--- src/rtl/draw_call_scheduler.sv ---
// Draw-call scheduler: buffers draw calls, then per frame configures the model
// buffer and launches the transform pipeline once for every non-empty draw.
module draw_call_scheduler #(
    parameter int unsigned MAX_DRAWS      = 16,
    parameter int unsigned ADDR_WIDTH     = 14,
    parameter int unsigned COUNT_WIDTH    = 14,
    parameter int unsigned TIMEOUT_CYCLES = 1048576
) (
    input  logic                   clk,
    input  logic                   rstn,
    input  logic                   i_dc_valid,
    output logic                   o_dc_ready,
    input  logic [ADDR_WIDTH-1:0]  i_dc_vertex_base,
    input  logic [COUNT_WIDTH-1:0] i_dc_vertex_count,
    input  logic [ADDR_WIDTH-1:0]  i_dc_index_base,
    input  logic [COUNT_WIDTH-1:0] i_dc_tri_count,
    input  logic                   i_frame_start,
    output logic                   o_frame_done,
    output logic                   o_busy,
    output logic                   o_error,
    input  logic                   i_error_clear,
    output logic                   o_mb_load,
    output logic [ADDR_WIDTH-1:0]  o_mb_vertex_base,
    output logic [COUNT_WIDTH-1:0] o_mb_vertex_count,
    output logic [ADDR_WIDTH-1:0]  o_mb_index_base,
    output logic [COUNT_WIDTH-1:0] o_mb_tri_count,
    output logic                   o_tp_start,
    input  logic                   i_tp_ready,
    input  logic                   i_tp_done,
    output logic [COUNT_WIDTH-1:0] o_draws_issued,
    output logic [COUNT_WIDTH-1:0] o_draws_skipped
);

    localparam int unsigned PTR_W   = (MAX_DRAWS > 1) ? $clog2(MAX_DRAWS) : 1;
    localparam int unsigned CNT_W   = PTR_W + 1;
    localparam int unsigned ENTRY_W = 2 * ADDR_WIDTH + 2 * COUNT_WIDTH;
    localparam int unsigned TMR_W   = $clog2(TIMEOUT_CYCLES + 1);
    localparam int unsigned TC_LSB  = 0;
    localparam int unsigned IB_LSB  = COUNT_WIDTH;
    localparam int unsigned VC_LSB  = COUNT_WIDTH + ADDR_WIDTH;
    localparam int unsigned VB_LSB  = 2 * COUNT_WIDTH + ADDR_WIDTH;

    typedef enum logic [2:0] {
        S_IDLE,
        S_LOAD,
        S_START,
        S_WAIT,
        S_FRAME_DONE
    } state_t;

    state_t state, state_d;

    logic [ENTRY_W-1:0]     fifo_mem [MAX_DRAWS];
    logic [PTR_W-1:0]       rd_ptr, wr_ptr;
    logic [CNT_W-1:0]       fill, fill_d;
    logic [TMR_W-1:0]       wait_cnt;

    logic [ENTRY_W-1:0]     head;
    logic [ADDR_WIDTH-1:0]  head_vbase, head_ibase;
    logic [COUNT_WIDTH-1:0] head_vcount, head_tcount;
    logic                   head_ok, push, skip, draw_done, timeout, pop, more;

    logic dc_ready_d, busy_d, frame_done_d, mb_load_d, tp_start_d;

    assign head        = fifo_mem[rd_ptr];
    assign head_vbase  = head[VB_LSB +: ADDR_WIDTH];
    assign head_vcount = head[VC_LSB +: COUNT_WIDTH];
    assign head_ibase  = head[IB_LSB +: ADDR_WIDTH];
    assign head_tcount = head[TC_LSB +: COUNT_WIDTH];
    assign head_ok     = (head_vcount != '0) && (head_tcount != '0);

    assign push      = i_dc_valid && o_dc_ready;
    assign skip      = (state == S_LOAD) && !head_ok;
    assign draw_done = (state == S_WAIT) && i_tp_done;
    assign timeout   = (state == S_WAIT) && !i_tp_done
                       && (wait_cnt == TMR_W'(TIMEOUT_CYCLES - 1));
    assign pop       = skip || draw_done;
    // Entries remain once the current head has been retired
    assign more      = fill > CNT_W'(1);

    always_comb begin
        fill_d = fill + CNT_W'(push) - CNT_W'(pop);
        if (timeout) begin
            fill_d = '0;
        end
    end

    always_ff @(posedge clk) begin
        if (!rstn) begin
            state <= S_IDLE;
        end else begin
            state <= state_d;
        end
    end

    always_comb begin
        state_d = state;
        case (state)
            S_IDLE: begin
                if (i_frame_start) begin
                    state_d = ((fill != '0) || push) ? S_LOAD : S_FRAME_DONE;
                end
            end
            S_LOAD: begin
                if (head_ok) begin
                    state_d = S_START;
                end else begin
                    state_d = more ? S_LOAD : S_FRAME_DONE;
                end
            end
            S_START: begin
                if (i_tp_ready) begin
                    state_d = S_WAIT;
                end
            end
            S_WAIT: begin
                if (i_tp_done) begin
                    state_d = more ? S_LOAD : S_FRAME_DONE;
                end else if (timeout) begin
                    state_d = S_FRAME_DONE;
                end
            end
            S_FRAME_DONE: state_d = S_IDLE;
            default:      state_d = S_IDLE;
        endcase
    end

    // Next values of the registered control outputs
    always_comb begin
        dc_ready_d   = 1'b0;
        busy_d       = 1'b0;
        frame_done_d = 1'b0;
        mb_load_d    = 1'b0;
        tp_start_d   = 1'b0;
        dc_ready_d   = (state_d == S_IDLE) && (fill_d != CNT_W'(MAX_DRAWS));
        busy_d       = (state != S_IDLE) || (state_d != S_IDLE);
        frame_done_d = (state == S_FRAME_DONE);
        mb_load_d    = (state == S_LOAD) && head_ok;
        tp_start_d   = (state == S_START) && i_tp_ready;
    end

    always_ff @(posedge clk) begin
        if (push) begin
            fifo_mem[wr_ptr] <= {i_dc_vertex_base, i_dc_vertex_count,
                                 i_dc_index_base, i_dc_tri_count};
        end
    end

    always_ff @(posedge clk) begin
        if (!rstn) begin
            rd_ptr            <= '0;
            wr_ptr            <= '0;
            fill              <= '0;
            wait_cnt          <= '0;
            o_dc_ready        <= 1'b0;
            o_busy            <= 1'b0;
            o_frame_done      <= 1'b0;
            o_mb_load         <= 1'b0;
            o_tp_start        <= 1'b0;
            o_error           <= 1'b0;
            o_mb_vertex_base  <= '0;
            o_mb_vertex_count <= '0;
            o_mb_index_base   <= '0;
            o_mb_tri_count    <= '0;
            o_draws_issued    <= '0;
            o_draws_skipped   <= '0;
        end else begin
            fill         <= fill_d;
            o_dc_ready   <= dc_ready_d;
            o_busy       <= busy_d;
            o_frame_done <= frame_done_d;
            o_mb_load    <= mb_load_d;
            o_tp_start   <= tp_start_d;

            if (push) begin
                wr_ptr <= wr_ptr + PTR_W'(1);
            end
            // A timeout discards everything still queued
            if (timeout) begin
                rd_ptr <= wr_ptr;
            end else if (pop) begin
                rd_ptr <= rd_ptr + PTR_W'(1);
            end

            wait_cnt <= (state == S_WAIT) ? wait_cnt + TMR_W'(1) : '0;

            if (timeout) begin
                o_error <= 1'b1;
            end else if (i_error_clear) begin
                o_error <= 1'b0;
            end

            if (mb_load_d) begin
                o_mb_vertex_base  <= head_vbase;
                o_mb_vertex_count <= head_vcount;
                o_mb_index_base   <= head_ibase;
                o_mb_tri_count    <= head_tcount;
            end

            if ((state == S_IDLE) && i_frame_start) begin
                o_draws_issued  <= '0;
                o_draws_skipped <= '0;
            end else begin
                if (draw_done && !(&o_draws_issued)) begin
                    o_draws_issued <= o_draws_issued + COUNT_WIDTH'(1);
                end
                if (skip && !(&o_draws_skipped)) begin
                    o_draws_skipped <= o_draws_skipped + COUNT_WIDTH'(1);
                end
            end
        end
    end

endmodule

--- config.mk ---
export PLATFORM = sky130hd
export DESIGN_NAME = draw_call_scheduler
export DESIGN_NICKNAME = d
export VERILOG_FILES = /design/src/rtl/draw_call_scheduler.sv
export SDC_FILE = /design/constraint.sdc
export NUM_CORES = 1
export LEC_CHECK = 0
export CAP_MARGIN = 5
export CORE_MARGIN = 8
export CORE_UTILIZATION = 52
export DETAILED_ROUTE_END_ITERATION = 10
export GPL_TIMING_DRIVEN = 1
export PLACE_DENSITY = 0.8
export SYNTH_ARGS = -nofsm -noshare
export SYNTH_HDL_FRONTEND = slang
export SYNTH_SLANG_ARGS = --single-unit
export TNS_END_PERCENT = 50
--- constraint.sdc ---
create_clock -name clk -period 8.2 [get_ports clk]
set_input_delay 1.64 -clock clk [delete_from_list [all_inputs] [get_ports clk]]
set_output_delay 1.64 -clock clk [all_outputs]
set_load 0.01 [all_outputs]
==> metrics.yaml <==
run_status:
  status: "completed"
clock_network:
  cts_tree: "yes"
  clkTransAtPathRegs_ps: 60
  cts.sinks: 1027
  cts_hold_buf: 0
  cts_max_path_buffers: 3
  cts_buffers: 100
  cts_root_buffer: "clkbuf_16"
  ctsResizeCount: 0
  cts_setup_buffers: 0
  cts.htree.levels: 3
  clock_latency_ps: 670
worst_setup_path:
  cp.buffers_inverters: 5
  critical_path_class: "flip-flop to flip-flop"
  slowest_delay_ps: 870
  cp_top_family: "simple AND/OR/NAND/NOR gates"
  crit_top_cell: "nor2_1"
  startpoint_type: "flip-flop"
  crit_chain: "buf_4 -> mux4_2 -> and2_1 -> a211oi_1 -> a31oi_1 -> nor4_1 -> a31oi_1 -> buf_4 -> nor2_1 -> nor2_1 -> inv_1 -> ha_1 -> inv_1 -> ha_1 -> inv_1 -> fa_1 -> nor2_1 -> nor2_1 -> nor2_1 -> nor2_1 -> xnor2_1 -> nor4bb_1 -> a31oi_1"
  cp_max_fo: 40
  worstSetupEndpointType: "flip-flop"
  critical_path_arrival_ps: 7050
  slowest_stage: "dfxtp_4"
  crit_required_ps: 8730
global_routing:
  grt_pass1_wl_um: 135000
  gr-usage-all-layers_pct: 21.4
  grt_pass1_vias: 20600
  grt_overflow: 0
  antenna_found_initial: 8
  grt_max_degree: 89
yosys:
  async_reset_ff_share_pct: 0
  synth.avg_cell_area_um2: 20.1
  netlist.area_leader.share_pct: 68.7
  synth_flop_cell: "edfxtp_1"
  synth_area_mm2: 0.0392
  synth_cells: 1944
  yosysUniqueCellTypes: 55
  synth_enable_flop_cells: 896
  seq_area_frac_synth_pct: 75.4
  ys_ff_latch: 1027
  ys_warn_count: 0
  yosysTopAreaCell: "edfxtp_1"
  syn-num-nets: 2024
  synthTopCellsByArea: "edfxtp_1 (69%), mux4_2 (14%), dfxtp_1 (6.7%)"
pwr:
  power.switching_w: 0.00243
  power.density_mw_per_mm2: 246
  p_clk_share_pct: 40.8
  power_frac_comb_pct: 6.4
  vdd_drop_max_mv: 0.174
  p_int_w: 0.00866
  power_leakage_nw: 13.9
  seq_power_share_pct: 52.8
  switching_share_pct: 21.9
routing:
  wl_um: 92200
  wl_per_cell_um: 28.9
  num_vias: 20100
  drt_iter0_drc: 2378
  dr.pass1.iters: 6
  viasPerCell: 6.29
  drc: 0
  drtAntennaViolNets: 0
sta:
  worstMarginPinSlew_ps: 1320
  rsz0062_at_grt: "false"
  relSlewSlack_pct: 11.7
  setup_viol: 0
  final_hold_viol_count: 0
  min_period_ps: 6520
  fmaxAchievable_mhz: 153
  finalMaxSlewViolations: 0
  whs_ps: 471
  skew_ps: 21.4
  fin_tns_setup_ps: 0
  finalCritPeriodShare_pct: 79.5
die:
  die_h_um: 290
  die_w_um: 290
  die_area_mm2: 0.0844
  core.rowCount: 100
  core_mm2: 0.0746
  start_util_pct: 52.5
  num_io_pins: 153
placed_design:
  postPlaceCellArea_mm2: 0.0419
  place.gp.congestion: 0.797
  hpwl_um: 47400
  io_buffer_count: 152
cells_and_area:
  final_core_utilization_pct: 60.5
  syn_to_final_growth_pct: 15.3
  drive_gt1_share_pct: 20.7
  fin_nets: 2215
  finish.instance_area_mm2: 0.0451
job:
  maxCapViolations: 0
worst_hold_path:
  hp-class: "flip-flop to flip-flop"
[final cells by class]
class / instances / area [um^2]
tap: 969 / 1210
sequential: 1027 / 29500
multi-input combinational: 797 / 9260
fill: 5004 / 29400
antenna: 5 / 12.5
inverter: 26 / 97.6
timing repair buffer: 183 / 1780
clock inverter: 47 / 453
clock buffer: 140 / 2790
[power groups by stage]
stage | clock, W | sequential [W] | combinational (W)
4_1_cts | 0.00458 | 0.00586 | 0.000713
6_report | 0.00452 | 0.00586 | 0.000711
2_1_floorplan | 0 | 0.00596 | 0.000376
3_3_place_gp | 0 | 0.00596 | 0.000680
3_5_place_dp | 0 | 0.00596 | 0.000706
5_1_grt | 0.00476 | 0.00586 | 0.000759
[stage by stage]
step | std cells | setup WS, ps | power [W]
2_1_floorplan | 1944 | 1650 | 0.00634
3_3_place_gp | 3002 | 1830 | 0.00664
3_5_place_dp | 3002 | 1740 | 0.00667
4_1_cts | 3189 | 1670 | 0.0111
5_1_grt | 3189 | 1250 | 0.0114
6_report | 3194 | 1680 | 0.0111
[cells by family (layout without fill, tap and decap cells)]
family          Yosys count  count (layout)  synth area share [%]
buf+inv                 120             396                  1.32
other cells               0               5                     0
fa+ha+maj                17              17                 0.562
compound gates           95              95                  1.79
mux                     327             327                  16.3
simple gates            315             315                  3.72
xor+xnor                 43              43                 0.962
flops                  1027            1027                  75.4
[cell usage after synthesis, types with 8 or more instances]
cell	number
xor2_1	19
nor2_1	143
and2_1	12
nand2_1	51
a22oi_1	35
a21oi_1	10
nand3_1	28
inv_1	26
clkbuf_1	53
mux4_2	247
nor3_1	16
and3_1	18
o21ai_0	8
dfxtp_1	131
xnor2_1	24
a221oi_1	10
edfxtp_1	896
mux2i_1	77
buf_2	16
ha_1	16
nand4_1	14
buf_1	17
[flip-flops by register name, summed over array words and instances, names as in the netlist, named ones only]
name	cells
fifo_mem	896
wait_cnt	21
o_draws_issued	14
o_draws_skipped	14
o_mb_index_base	14
o_mb_tri_count	14
o_mb_vertex_base	14
o_mb_vertex_count	14
fill	5
rd_ptr	4
wr_ptr	4
state	3
o_busy	1
o_dc_ready	1
o_error	1
o_frame_done	1
o_mb_load	1
o_tp_start	1
[layout by cell type, fill, tap and decap left out, types with 6 or more instances in the layout]
cell | synthesis | routed
or3_1 | 6 | 6
xor2_1 | 19 | 19
clkdlybuf4s50_1 | 0 | 152
edfxtp_1 | 896 | 896
a22oi_1 | 35 | 35
clkbuf_1 | 53 | 27
mux2i_1 | 77 | 77
inv_1 | 26 | 24
buf_4 | 4 | 29
nand4_1 | 14 | 14
nor3_1 | 16 | 12
clkinv_1 | 0 | 8
a31oi_1 | 6 | 6
a21oi_1 | 10 | 10
clkinvlp_4 | 0 | 7
a221oi_1 | 10 | 10
and2_1 | 12 | 12
mux4_2 | 247 | 247
clkinv_2 | 0 | 17
ha_1 | 16 | 16
a22o_1 | 6 | 6
and3_1 | 18 | 18
xnor2_1 | 24 | 24
o21ai_0 | 8 | 8
clkbuf_16 | 0 | 101
dfxtp_1 | 131 | 128
nor2_1 | 143 | 130
nand2_1 | 51 | 51
nand3_1 | 28 | 28
clkbuf_8 | 0 | 12
nor2_4 | 0 | 13
[routing by layer]
layer | GRT usage, % | vias to the layer above | wire length [um]
met2 | 35.3 | 1112 | 45400
met3 | 5.38 | 188 | 9430
met1 | 28.3 | 10500 | 34800
li1 | - | 8291 | -
met4 | 6.01 | 8 | 2480
met5 | 0 | - | 45
[path summary, 6_finish.rpt]
kind | startpoint | end | slack (ps) | cells after the start
setup reg to reg | flip-flop | o_dc_ready | 1680 | 23
hold / removal | wait_cnt[0] | wait_cnt[0] | 470 | 1
hold reg to reg | wait_cnt[0] | wait_cnt[0] | 470 | 1
setup / recovery | flip-flop | o_dc_ready | 1680 | 23
Power figures use the tool's default switching activity.
